===== config.mk =====
export PLATFORM = sky130hd
export DESIGN_NAME = mdu_iter
export DESIGN_NICKNAME = d
export VERILOG_FILES = /design/src/rtl/mdu_iter_pkg.sv /design/src/rtl/mdu_iter_step.sv /design/src/rtl/mdu_iter.sv
export SDC_FILE = /design/constraint.sdc
export NUM_CORES = 1
export LEC_CHECK = 0
export BUFFER_PORTS_ARGS = -buffer_cell sky130_fd_sc_hd__buf_2
export CAP_MARGIN = 20
export CORE_AREA = 2 2 232 188
export DETAILED_ROUTE_END_ITERATION = 16
export DIE_AREA = 0 0 234 190
export GPL_TIMING_DRIVEN = 0
export MAX_ROUTING_LAYER = met4
export SLEW_MARGIN = 20
export SYNTH_ARGS = -nofsm -noshare
export SYNTH_HDL_FRONTEND = slang
export SYNTH_HIERARCHICAL = 1
export SYNTH_SLANG_ARGS = --single-unit

===== constraint.sdc =====
create_clock -name clk -period 10.71 [get_ports clk]
set_input_delay 0.5355 -clock clk [delete_from_list [all_inputs] [get_ports clk]]
set_output_delay 0.5355 -clock clk [all_outputs]
set_load 0.05 [all_outputs]

===== src/rtl/mdu_iter_pkg.sv =====
// Shared types and constants for the iterative multiply/divide unit.
package mdu_iter_pkg;

  localparam int unsigned MDU_WIDTH = 32;

  typedef enum logic [2:0] {
    MDU_MULT  = 3'd0,
    MDU_MULTU = 3'd1,
    MDU_DIV   = 3'd2,
    MDU_DIVU  = 3'd3,
    MDU_MTHI  = 3'd4,
    MDU_MTLO  = 3'd5
  } mdu_op_e;

  typedef enum logic [1:0] {
    MDU_IDLE = 2'd0,
    MDU_CALC = 2'd1,
    MDU_SIGN = 2'd2
  } mdu_state_e;

  // Per-operation context captured at start and consumed at commit.
  typedef struct packed {
    logic is_div;
    logic res_neg;
    logic rem_neg;
    logic div_zero;
  } mdu_ctx_t;

endpackage


===== src/rtl/mdu_iter_step.sv =====
// One iteration of the multiply (shift-add) or restoring divide (shift-subtract) datapath.
module mdu_step
  import mdu_iter_pkg::*;
#(
  parameter int unsigned WIDTH = MDU_WIDTH
) (
  input  logic [WIDTH-1:0] acc_i,
  input  logic [WIDTH-1:0] q_i,
  input  logic [WIDTH-1:0] m_i,
  input  logic             is_div_i,
  output logic [WIDTH-1:0] acc_c_o,
  output logic [WIDTH-1:0] q_c_o
);

  logic [WIDTH:0]   sum;
  logic [WIDTH:0]   shifted;
  logic [WIDTH-1:0] diff;

  always_comb begin
    sum     = {1'b0, acc_i} + (q_i[0] ? {1'b0, m_i} : '0);
    shifted = {acc_i, q_i[WIDTH-1]};
    // When the trial subtract succeeds the result is below m, so WIDTH bits suffice.
    diff    = shifted[WIDTH-1:0] - m_i;
    acc_c_o = sum[WIDTH:1];
    q_c_o   = {sum[0], q_i[WIDTH-1:1]};
    if (is_div_i) begin
      if (shifted >= {1'b0, m_i}) begin
        acc_c_o = diff;
        q_c_o   = {q_i[WIDTH-2:0], 1'b1};
      end else begin
        acc_c_o = shifted[WIDTH-1:0];
        q_c_o   = {q_i[WIDTH-2:0], 1'b0};
      end
    end
  end

endmodule


===== src/rtl/mdu_iter.sv =====
// Iterative MULT/MULTU/DIV/DIVU unit owning the HI/LO pair; 33-cycle latency per op.
module mdu_iter
  import mdu_iter_pkg::*;
#(
  parameter int unsigned WIDTH = MDU_WIDTH
) (
  input  logic             clk,
  input  logic             rst,
  input  logic             start,
  input  logic [2:0]       op,
  input  logic [WIDTH-1:0] a,
  input  logic [WIDTH-1:0] b,
  input  logic             flush,
  output logic             busy,
  output logic             done,
  output logic [WIDTH-1:0] hi,
  output logic [WIDTH-1:0] lo
);

  localparam int unsigned CNT_W = $clog2(WIDTH);

  mdu_state_e       state_q, state_d;
  logic             busy_q, busy_d;
  logic             done_q, done_d;
  logic [WIDTH-1:0] hi_q, hi_d;
  logic [WIDTH-1:0] lo_q, lo_d;
  logic [WIDTH-1:0] acc_q, acc_d;
  logic [WIDTH-1:0] q_q, q_d;
  logic [WIDTH-1:0] m_q, m_d;
  logic [WIDTH-1:0] a_q, a_d;
  logic [CNT_W-1:0] cnt_q, cnt_d;
  mdu_ctx_t         ctx_q, ctx_d;

  mdu_op_e          op_e;
  logic             op_signed_c;
  logic [WIDTH-1:0] a_mag_c, b_mag_c;
  logic [WIDTH-1:0] step_acc_c, step_q_c;
  logic [2*WIDTH-1:0] prod_c;

  assign op_e        = mdu_op_e'(op);
  assign op_signed_c = (op_e == MDU_MULT) || (op_e == MDU_DIV);
  assign a_mag_c     = (op_signed_c && a[WIDTH-1]) ? -a : a;
  assign b_mag_c     = (op_signed_c && b[WIDTH-1]) ? -b : b;
  assign prod_c      = ctx_q.res_neg ? -{acc_q, q_q} : {acc_q, q_q};

  mdu_step #(.WIDTH(WIDTH)) u_step (
    .acc_i    (acc_q),
    .q_i      (q_q),
    .m_i      (m_q),
    .is_div_i (ctx_q.is_div),
    .acc_c_o  (step_acc_c),
    .q_c_o    (step_q_c)
  );

  always_ff @(posedge clk or posedge rst) begin
    if (rst) begin
      state_q <= MDU_IDLE;
      busy_q  <= 1'b0;
      done_q  <= 1'b0;
      hi_q    <= '0;
      lo_q    <= '0;
      acc_q   <= '0;
      q_q     <= '0;
      m_q     <= '0;
      a_q     <= '0;
      cnt_q   <= '0;
      ctx_q   <= '0;
    end else begin
      state_q <= state_d;
      busy_q  <= busy_d;
      done_q  <= done_d;
      hi_q    <= hi_d;
      lo_q    <= lo_d;
      acc_q   <= acc_d;
      q_q     <= q_d;
      m_q     <= m_d;
      a_q     <= a_d;
      cnt_q   <= cnt_d;
      ctx_q   <= ctx_d;
    end
  end

  always_comb begin
    state_d = state_q;
    busy_d  = busy_q;
    done_d  = 1'b0;
    hi_d    = hi_q;
    lo_d    = lo_q;
    acc_d   = acc_q;
    q_d     = q_q;
    m_d     = m_q;
    a_d     = a_q;
    cnt_d   = cnt_q;
    ctx_d   = ctx_q;

    unique case (state_q)
      MDU_IDLE: begin
        if (start) begin
          case (op_e)
            MDU_MULT, MDU_MULTU, MDU_DIV, MDU_DIVU: begin
              ctx_d.is_div   = (op_e == MDU_DIV) || (op_e == MDU_DIVU);
              ctx_d.res_neg  = op_signed_c && (a[WIDTH-1] ^ b[WIDTH-1]);
              ctx_d.rem_neg  = op_signed_c && a[WIDTH-1];
              ctx_d.div_zero = ctx_d.is_div && (b == '0);
              // Multiply walks the multiplier through q; divide walks the dividend.
              q_d     = ctx_d.is_div ? a_mag_c : b_mag_c;
              m_d     = ctx_d.is_div ? b_mag_c : a_mag_c;
              acc_d   = '0;
              a_d     = a;
              cnt_d   = '0;
              busy_d  = 1'b1;
              state_d = MDU_CALC;
            end
            MDU_MTHI: hi_d = a;
            MDU_MTLO: lo_d = a;
            default: ;
          endcase
        end
      end
      MDU_CALC: begin
        acc_d = step_acc_c;
        q_d   = step_q_c;
        cnt_d = cnt_q + CNT_W'(1);
        if (cnt_q == CNT_W'(WIDTH - 1)) state_d = MDU_SIGN;
      end
      MDU_SIGN: begin
        if (ctx_q.div_zero) begin
          lo_d = '1;
          hi_d = a_q;
        end else if (ctx_q.is_div) begin
          lo_d = ctx_q.res_neg ? -q_q : q_q;
          hi_d = ctx_q.rem_neg ? -acc_q : acc_q;
        end else begin
          hi_d = prod_c[2*WIDTH-1:WIDTH];
          lo_d = prod_c[WIDTH-1:0];
        end
        done_d  = 1'b1;
        busy_d  = 1'b0;
        state_d = MDU_IDLE;
      end
      default: state_d = MDU_IDLE;
    endcase

    // Squash overrides everything, including an MT write or the final commit.
    if (flush) begin
      state_d = MDU_IDLE;
      busy_d  = 1'b0;
      done_d  = 1'b0;
      hi_d    = hi_q;
      lo_d    = lo_q;
    end
  end

  assign busy = busy_q;
  assign done = done_q;
  assign hi   = hi_q;
  assign lo   = lo_q;

endmodule


==> results of run 1 <==
-- sequential cells by signal, indices dropped and copies added, names as in the netlist, 4 cells and up --
register / cells
acc_q: 32
q_q: 32
hi: 32
lo: 32
cnt_q: 5
a_q: 32
m_q: 32
ctx_q: 4
-- logic make-up after synthesis --
logic type	count (synthesis)	synth area share, %
compound gates	659	26.45
xor+xnor	159	8.346
mux	66	4.229
fa+ha+maj	72	5.489
flops	205	30.74
buf+inv	198	4.604
simple gates	703	20.13
-- synthesized netlist by cell type, drive strengths merged (20+ instances only) --
cell type,n
nand2,264
dfrtp,205
o21ai,148
a21oi,147
nor2,145
clkbuf,114
xnor2,96
ha,70
inv,68
xor2,63
nand3,52
nor3,45
and2,38
a21o,37
o221ai,37
mux2,36
a22o,34
o22ai,32
mux2i,30
o31ai,30
a31oi,29
a22oi,26
nor4,24
or3,22
nand4,20
-- final timing paths --
check                                        end           startpoint  slack (ns)
min in group clk             a_q[26]$_DFFE_PP0P_                a[26]        0.26
min                           a_q[5]$_DFFE_PP0P_                  rst      -0.009
min reg2reg                  a_q[23]$_DFFE_PP0P_  a_q[23]$_DFFE_PP0P_        0.48
max                        acc_q[22]$_DFFE_PP0P_   q_q[0]$_DFFE_PP0P_        6.01
max in group asynchronous     m_q[8]$_DFFE_PP0P_                  rst        9.83
max reg2reg                acc_q[22]$_DFFE_PP0P_   q_q[0]$_DFFE_PP0P_        6.01
-- metrics by stage --
| step | cell area (µm²) | power [W] | hold WS [ns] |
|---|---|---|---|
| 6_report | 18940 | 0.004630 | -0.008922 |
| 5_1_grt | 18940 | 0.004878 | 0.03281 |
| 4_1_cts | 18930 | 0.004567 | 0.001357 |
| 3_5_place_dp | 18070 | 0.003646 | 0.4667 |
| 3_3_place_gp | 18010 | 0.003622 | 0.4587 |
| 2_1_floorplan | 16690 | 0.002898 | 0.4404 |
-- critical path, stage by stage, from the launching register on --
cell	delay (ns)
dfrtp_1	0.77
clkbuf_1	0.46
and2_1	0.22
ha_1	0.22
a211oi_1	0.13
o211ai_1	0.28
a21oi_1	0.15
a211oi_1	0.73
a21o_1	0.34
o2bb2ai_1	0.31
nor2_1	0.07
o311ai_0	0.52
a31oi_1	0.17
nand2_1	0.10
o21ai_0	0.09
-- cell type report --
class	count	area (µm²)
Buffer	130	513.0
Clock buffer	29	649.4
Clock inverter	14	210.2
Fill cell	4293	23520
Inverter	68	262.8
Multi-Input combinational cell	1659	10790
Sequential cell	205	5130
Tap cell	560	700.7
Timing Repair Buffer	127	680.7
-- metal layers --
layer  wire [µm]  global-route usage (%)
met5           0                       -
met4        2439                   10.03
met3        8023                   8.258
met2       29020                   44.24
met1       32060                   46.28
-- power by group through the flow --
stage / combinational (W) / clock [W] / sequential (W)
detailed placement: 0.00236 / 0 / 0.00128
CTS: 0.00238 / 0.000921 / 0.00127
global route: 0.00263 / 0.000949 / 0.00130
global placement: 0.00234 / 0 / 0.00128
floorplan: 0.00156 / 0 / 0.00133
finish: 0.00243 / 0.000915 / 0.00128
==> impl_metrics.yaml, run 1 <==
synth:
  synth_fp_nets: 2205
  synth_warnings: 6
  synth_edf_count: 0
  ys_seq_area_share_pct: 30.74
  yosys-top-cells-area: "dfrtp_1, nand2_1, ha_1"
  synth_top_cell_area_share_pct: 30.74
  avgSynthCellArea_um2: 8.092
  synthArstFlopShare_pct: 100.0
  syn_inst: 2062
  ys_seq_elements: 205
  synth_flop_cell: "dfrtp_1"
  synthesis.area_mm2: 0.01669
  synth.largest_area_cell: "dfrtp_1"
  yosys.cell_types.count: 87
worst_hold_path:
  hp-class: "in2async"
timing:
  period_share_pct: 43.89
  hold_slack_ns: -0.008922
  finalCriticalPeriod_ns: 4.701
  setup_slack_ns: 6.009
  setup_tns_ns: 0
  clock_skew_ns: 0.02652
  max_freq_ghz: 0.2127
  rsz0062_at_grt: "false"
  max_slew_margin_pct: 21.35
  hold_violations: 2
  final-setup-viol-count: 0
  tightestPinTransition_ns: 1.177
  slew_viol_final: 0
global_routing:
  antenna_found_initial: 0
  grt_pass1_vias: 16090
  grt_overflow: 0
  grt_pass1_wl_um: 104400
  grt_usage_pct: 32.38
  grt_max_degree: 95
pwr:
  p_seq_share_pct: 27.7
  p_sw_share_pct: 48.45
  p_switching_w: 0.002243
  clockPowerShare_pct: 19.8
  power.leakage_nw: 8.159
  power_density_mw_per_mm2: 244.5
  p_int_w: 0.002387
  p_comb_share_pct: 52.5
  irDropWorstVdd_uv: 114.1
routing:
  dr.pass1.iters: 7
  drc: 0
  detail-route-antenna-nets: 0
  routed-via-count: 17490
  wirelength_um: 71540
  drt_iter0_markers: 1951
  avgViaCountPerCell: 6.264
  wl_per_cell_um: 25.62
cells_and_area:
  n_antenna_cell: 0
  drive_gt1_share_pct: 11.16
  nNetsFinal: 2358
  layout_commonest_cell: "nand2_1"
  syn2layout_area_growth_pct: 13.50
  layout_common_cells: "nand2_1, dfrtp_1, a21oi_1, nor2_1, o21ai_0"
  fin_cells: 2792
  fin_util_pct: 44.61
floorplan:
  num_io_pins: 137
  die_h_um: 190
  rows: 68
  fp.dieArea_mm2: 0.04446
  core_region_area_mm2: 0.04246
  initial_core_util_pct: 39.30
  dieWidth_um: 234
clock_network:
  postCtsResizedCells: 0
  clock-sinks: 205
  cts_buffer_depth: 3
  postCtsSetupBuffers: 0
  clockRootBuffer: "clkbuf_16"
  numCtsBuffers: 24
  h-tree-depth: 1
  cts_tree: "built"
  ctsHoldBuffers: 0
  clk_latency_ns: 0.57
  path_clk_slew_ns: 0.07
place:
  io_buffers: 125
  pre_cts_slack_ns: 6.187
  dpl.hpwl_um: 56370
  dp.cells: 2749
  globalplace.congestion: 0.9928
setup_path:
  worst_ep_arrival_time_ns: 5.13
  crit_fanout: 11
  cp-start-kind: "flip-flop"
  end_kind: "flip-flop"
  worstSetupPathType: "reg2reg"
  required_ns: 11.14
  rr_worst_depth: 14
run_status:
  status: "finished, violations left"
  violations: "hold timing"
flow_run:
  cap_violations: 0
Note: power is estimated with default switching activity, not from simulation.
==> run 2: changes to the inputs <==
--- a/config.mk
+++ b/config.mk
@@ -5,11 +5,12 @@
 export SDC_FILE = /design/constraint.sdc
 export NUM_CORES = 1
 export LEC_CHECK = 0
+export ABC_AREA = 1
 export BUFFER_PORTS_ARGS = -buffer_cell sky130_fd_sc_hd__buf_2
 export CAP_MARGIN = 20
-export CORE_AREA = 2 2 232 188
+export CORE_AREA = 2 2 252 205
 export DETAILED_ROUTE_END_ITERATION = 16
-export DIE_AREA = 0 0 234 190
+export DIE_AREA = 0 0 254 207
 export GPL_TIMING_DRIVEN = 0
 export MAX_ROUTING_LAYER = met4
 export SLEW_MARGIN = 20
==> constraint.sdc (replaced) <==
create_clock -name clk -period 4 [get_ports clk]
set_input_delay 0.2 -clock clk [delete_from_list [all_inputs] [get_ports clk]]
set_output_delay 0.2 -clock clk [all_outputs]
set_load 0.05 [all_outputs]
==> run 2 against run 1 <==
Net effect:
- the run now ends clean
- largest cell class unchanged
- clock skew fell by 0.0072 ns
- utilization barely moved
- sequential power rose to 2.7 times the previous value
==> impl_metrics.yaml, run 2 <==
run_status:
  status: "completed"
setup_path:
  end_kind: "flip-flop"
  r2r-start: "q_q[0]$_DFFE_PP0P_"
  crit_fanout: 10
  required_ns: 4.40
  worstSetupPathType: "reg2reg"
  worst_ep_arrival_time_ns: 4.18
  cp-start-kind: "flip-flop"
  r2r_slack_ns: 0.22
  crit_start: "q_q[0]$_DFFE_PP0P_"
synth:
  yosys-top-cells-area: "dfrtp_1, nand2_1, nor2_1"
  synth_warnings: 6
  synth-simple-area-share_pct: 42.99
  ys_seq_elements: 205
  synth.largest_area_cell: "dfrtp_1"
  ys_seq_area_share_pct: 25.90
  synthAdderAreaFrac_pct: 4.624
  avgSynthCellArea_um2: 5.828
  synthesis.area_mm2: 0.01981
  syn_inst: 3399
  synth_top_cell_area_share_pct: 25.90
  synth_flop_cell: "dfrtp_1"
  synth_edf_count: 0
  synth_xor_area_share_pct: 3.051
  synthArstFlopShare_pct: 100.0
  synth_fp_nets: 3542
  yosys.cell_types.count: 55
  synth_compound_area_share_pct: 12.85
  post-synth-top-count-cell: "nand2_1"
  synth_top_family_by_area: "simple AND/OR/NAND/NOR gates"
  synth.mux.area_fraction_pct: 0
  yosys-top-cells-count: "nand2_1, nor2_1, inv_1"
pwr:
  power.leakage_nw: 11.79
  irDropWorstVdd_uv: 352.3
  power_density_mw_per_mm2: 680.5
timing:
  hold_violations: 0
  finalCriticalPeriod_ns: 3.780
  hold_slack_ns: 0.01784
  period_share_pct: 94.50
  max_freq_ghz: 0.2645
  rsz0062_at_grt: "false"
  final-setup-viol-count: 0
  clock_skew_ns: 0.01931
  tightestPinTransition_ns: 1.121
  slew_viol_final: 0
  max_slew_margin_pct: 25.25
cells_and_area:
  layout_commonest_cell: "nand2_1"
  final_area_mm2: 0.02238
  n_fill_cell: 5708
  fin_cells: 4276
  layout_common_cells: "nand2_1, nor2_1, inv_1, nand3_1, dfrtp_1"
  drive_gt1_share_pct: 7.662
  syn2layout_area_growth_pct: 12.96
  nNetsFinal: 3716
flow_run:
  cap_violations: 0
floorplan:
  initial_core_util_pct: 39.47
  rows: 74
  num_io_pins: 137
  die_h_um: 207
  dieWidth_um: 254
  core_region_area_mm2: 0.05018
  fp.dieArea_mm2: 0.05258
clock_network:
  numCtsBuffers: 25
  postCtsSetupBuffers: 0
  clk_latency_ns: 0.56
  cts_tree: "built"
  clock-sinks: 205
  cts_buffer_depth: 3
  path_clk_slew_ns: 0.06
  clockRootBuffer: "clkbuf_16"
  h-tree-depth: 1
global_routing:
  grt_usage_pct: 37.23
  grt_pass1_vias: 21620
  antenna_found_initial: 4
  grt_max_degree: 34
  grt_pass1_wl_um: 140300
  grt_overflow: 0
place:
  globalplace.congestion: 1.082
  dpl.hpwl_um: 80940
  place_area_mm2: 0.02150
  io_buffers: 136
  dp.cells: 4226
routing:
  wl_per_cell_um: 22.60
  wirelength_um: 96630
  routed-via-count: 23370
  detail-route-antenna-nets: 0
  drt_iter0_markers: 2825
  avgViaCountPerCell: 5.465
  dr.pass1.iters: 6
  drc: 0
worst_hold_path:
  hp-class: "in2reg"
  hp-start: "b[26]"
run 2: changes by cell type after synthesis, moves of 36 or more:
| cell | change |
|---|---|
| nand2_1 | +818 |
| nor2_1 | +362 |
| inv_1 | +338 |
| nand3_1 | +257 |
| xnor2_1 | -77 |
| o21ai_0 | +57 |
| mux2_2 | -36 |
run 2: logic make-up after synthesis:
family | after synthesis
simple gates | 2052
flops | 205
xor+xnor | 69
compound gates | 464
buf+inv | 537
fa+ha+maj | 72
run 2: cell type report:
cell class	count	area, µm²	area share [%]
multi-input cells	2657	12580	56.23
flip-flops and latches	205	5130	22.93
inverters	417	1569	7.012
repair buffers	147	875.8	3.914
well taps	684	855.8	3.825
clock buffers	32	681.9	3.047
plain buffers	120	533.0	2.382
clock inverters	11	141.4	0.6319
diodes	3	7.507	0.03355
run 2: worst max-delay path: stages, from the launching register on:
cell and delay (ns):
dfrtp_1 0.46, clkbuf_1 0.38, clkbuf_2 0.38, nand2_1 0.11, inv_1 0.04, ha_1 0.23
fa_1 0.50, nand2_1 0.10, nand2_1 0.07, and2_1 0.19, a21oi_1 0.38, inv_1 0.10
nand2_1 0.11, nand3_1 0.14, nand2_1 0.09, nand2_1 0.05, nand2_1 0.06, nand2_1 0.06
nand2_1 0.07, o21ai_0 0.09
run 2: repair_timing:
action | 4_1_cts | 5_1_grt
hold buffers | 4 | 0
gates resized for setup | 0 | 2
hold endpoints to repair | 27 | 0
endpoints found under the setup margin | 0 | 5
run 2: per-layer routing:
metal  wire [µm]  global-route usage [%]  up-vias  part of all wire, %
li1            -                       -    11180                    -
met1       42340                   51.21    10830                   44
met2       37760                   49.63     1209                   39
met3       13180                   14.55      149                   14
met4        3346                   11.16        0                  3.5
met5           0                       -        -                    0
run 2: through the flow:
stage	setup slack, ns	util [%]	power [W]	setup TNS [ns]
global route	0.03648	44.58	0.01625	0
CTS	0.2728	44.57	0.01500	0
detailed placement	0.2914	42.85	0.01259	0
finish	0.2200	44.59	0.01523	0
floorplan	1.142	-	0.009643	0
global placement	-0.4748	42.54	0.01259	-86.55
run 2: path summary, 6_finish.rpt:
check                                         to  cells after the start
max in group asynchronous    a_q[31]$_DFFE_PP0P_                      8
hold reg to reg              a_q[18]$_DFFE_PP0P_                      2
setup reg to reg           acc_q[31]$_DFFE_PP0P_                     19
hold / removal               m_q[26]$_DFFE_PP0P_                      5
setup / recovery           acc_q[31]$_DFFE_PP0P_                     19
min in group asynchronous   ctx_q[0]$_DFFE_PP0P_                      3
run 2: report_power, final:
group          internal (W)  switching, W  total, W
Sequential          0.00261      0.000852   0.00346
Clock               0.00139       0.00100   0.00239
Combinational       0.00285       0.00652   0.00938
Total               0.00685       0.00838    0.0152
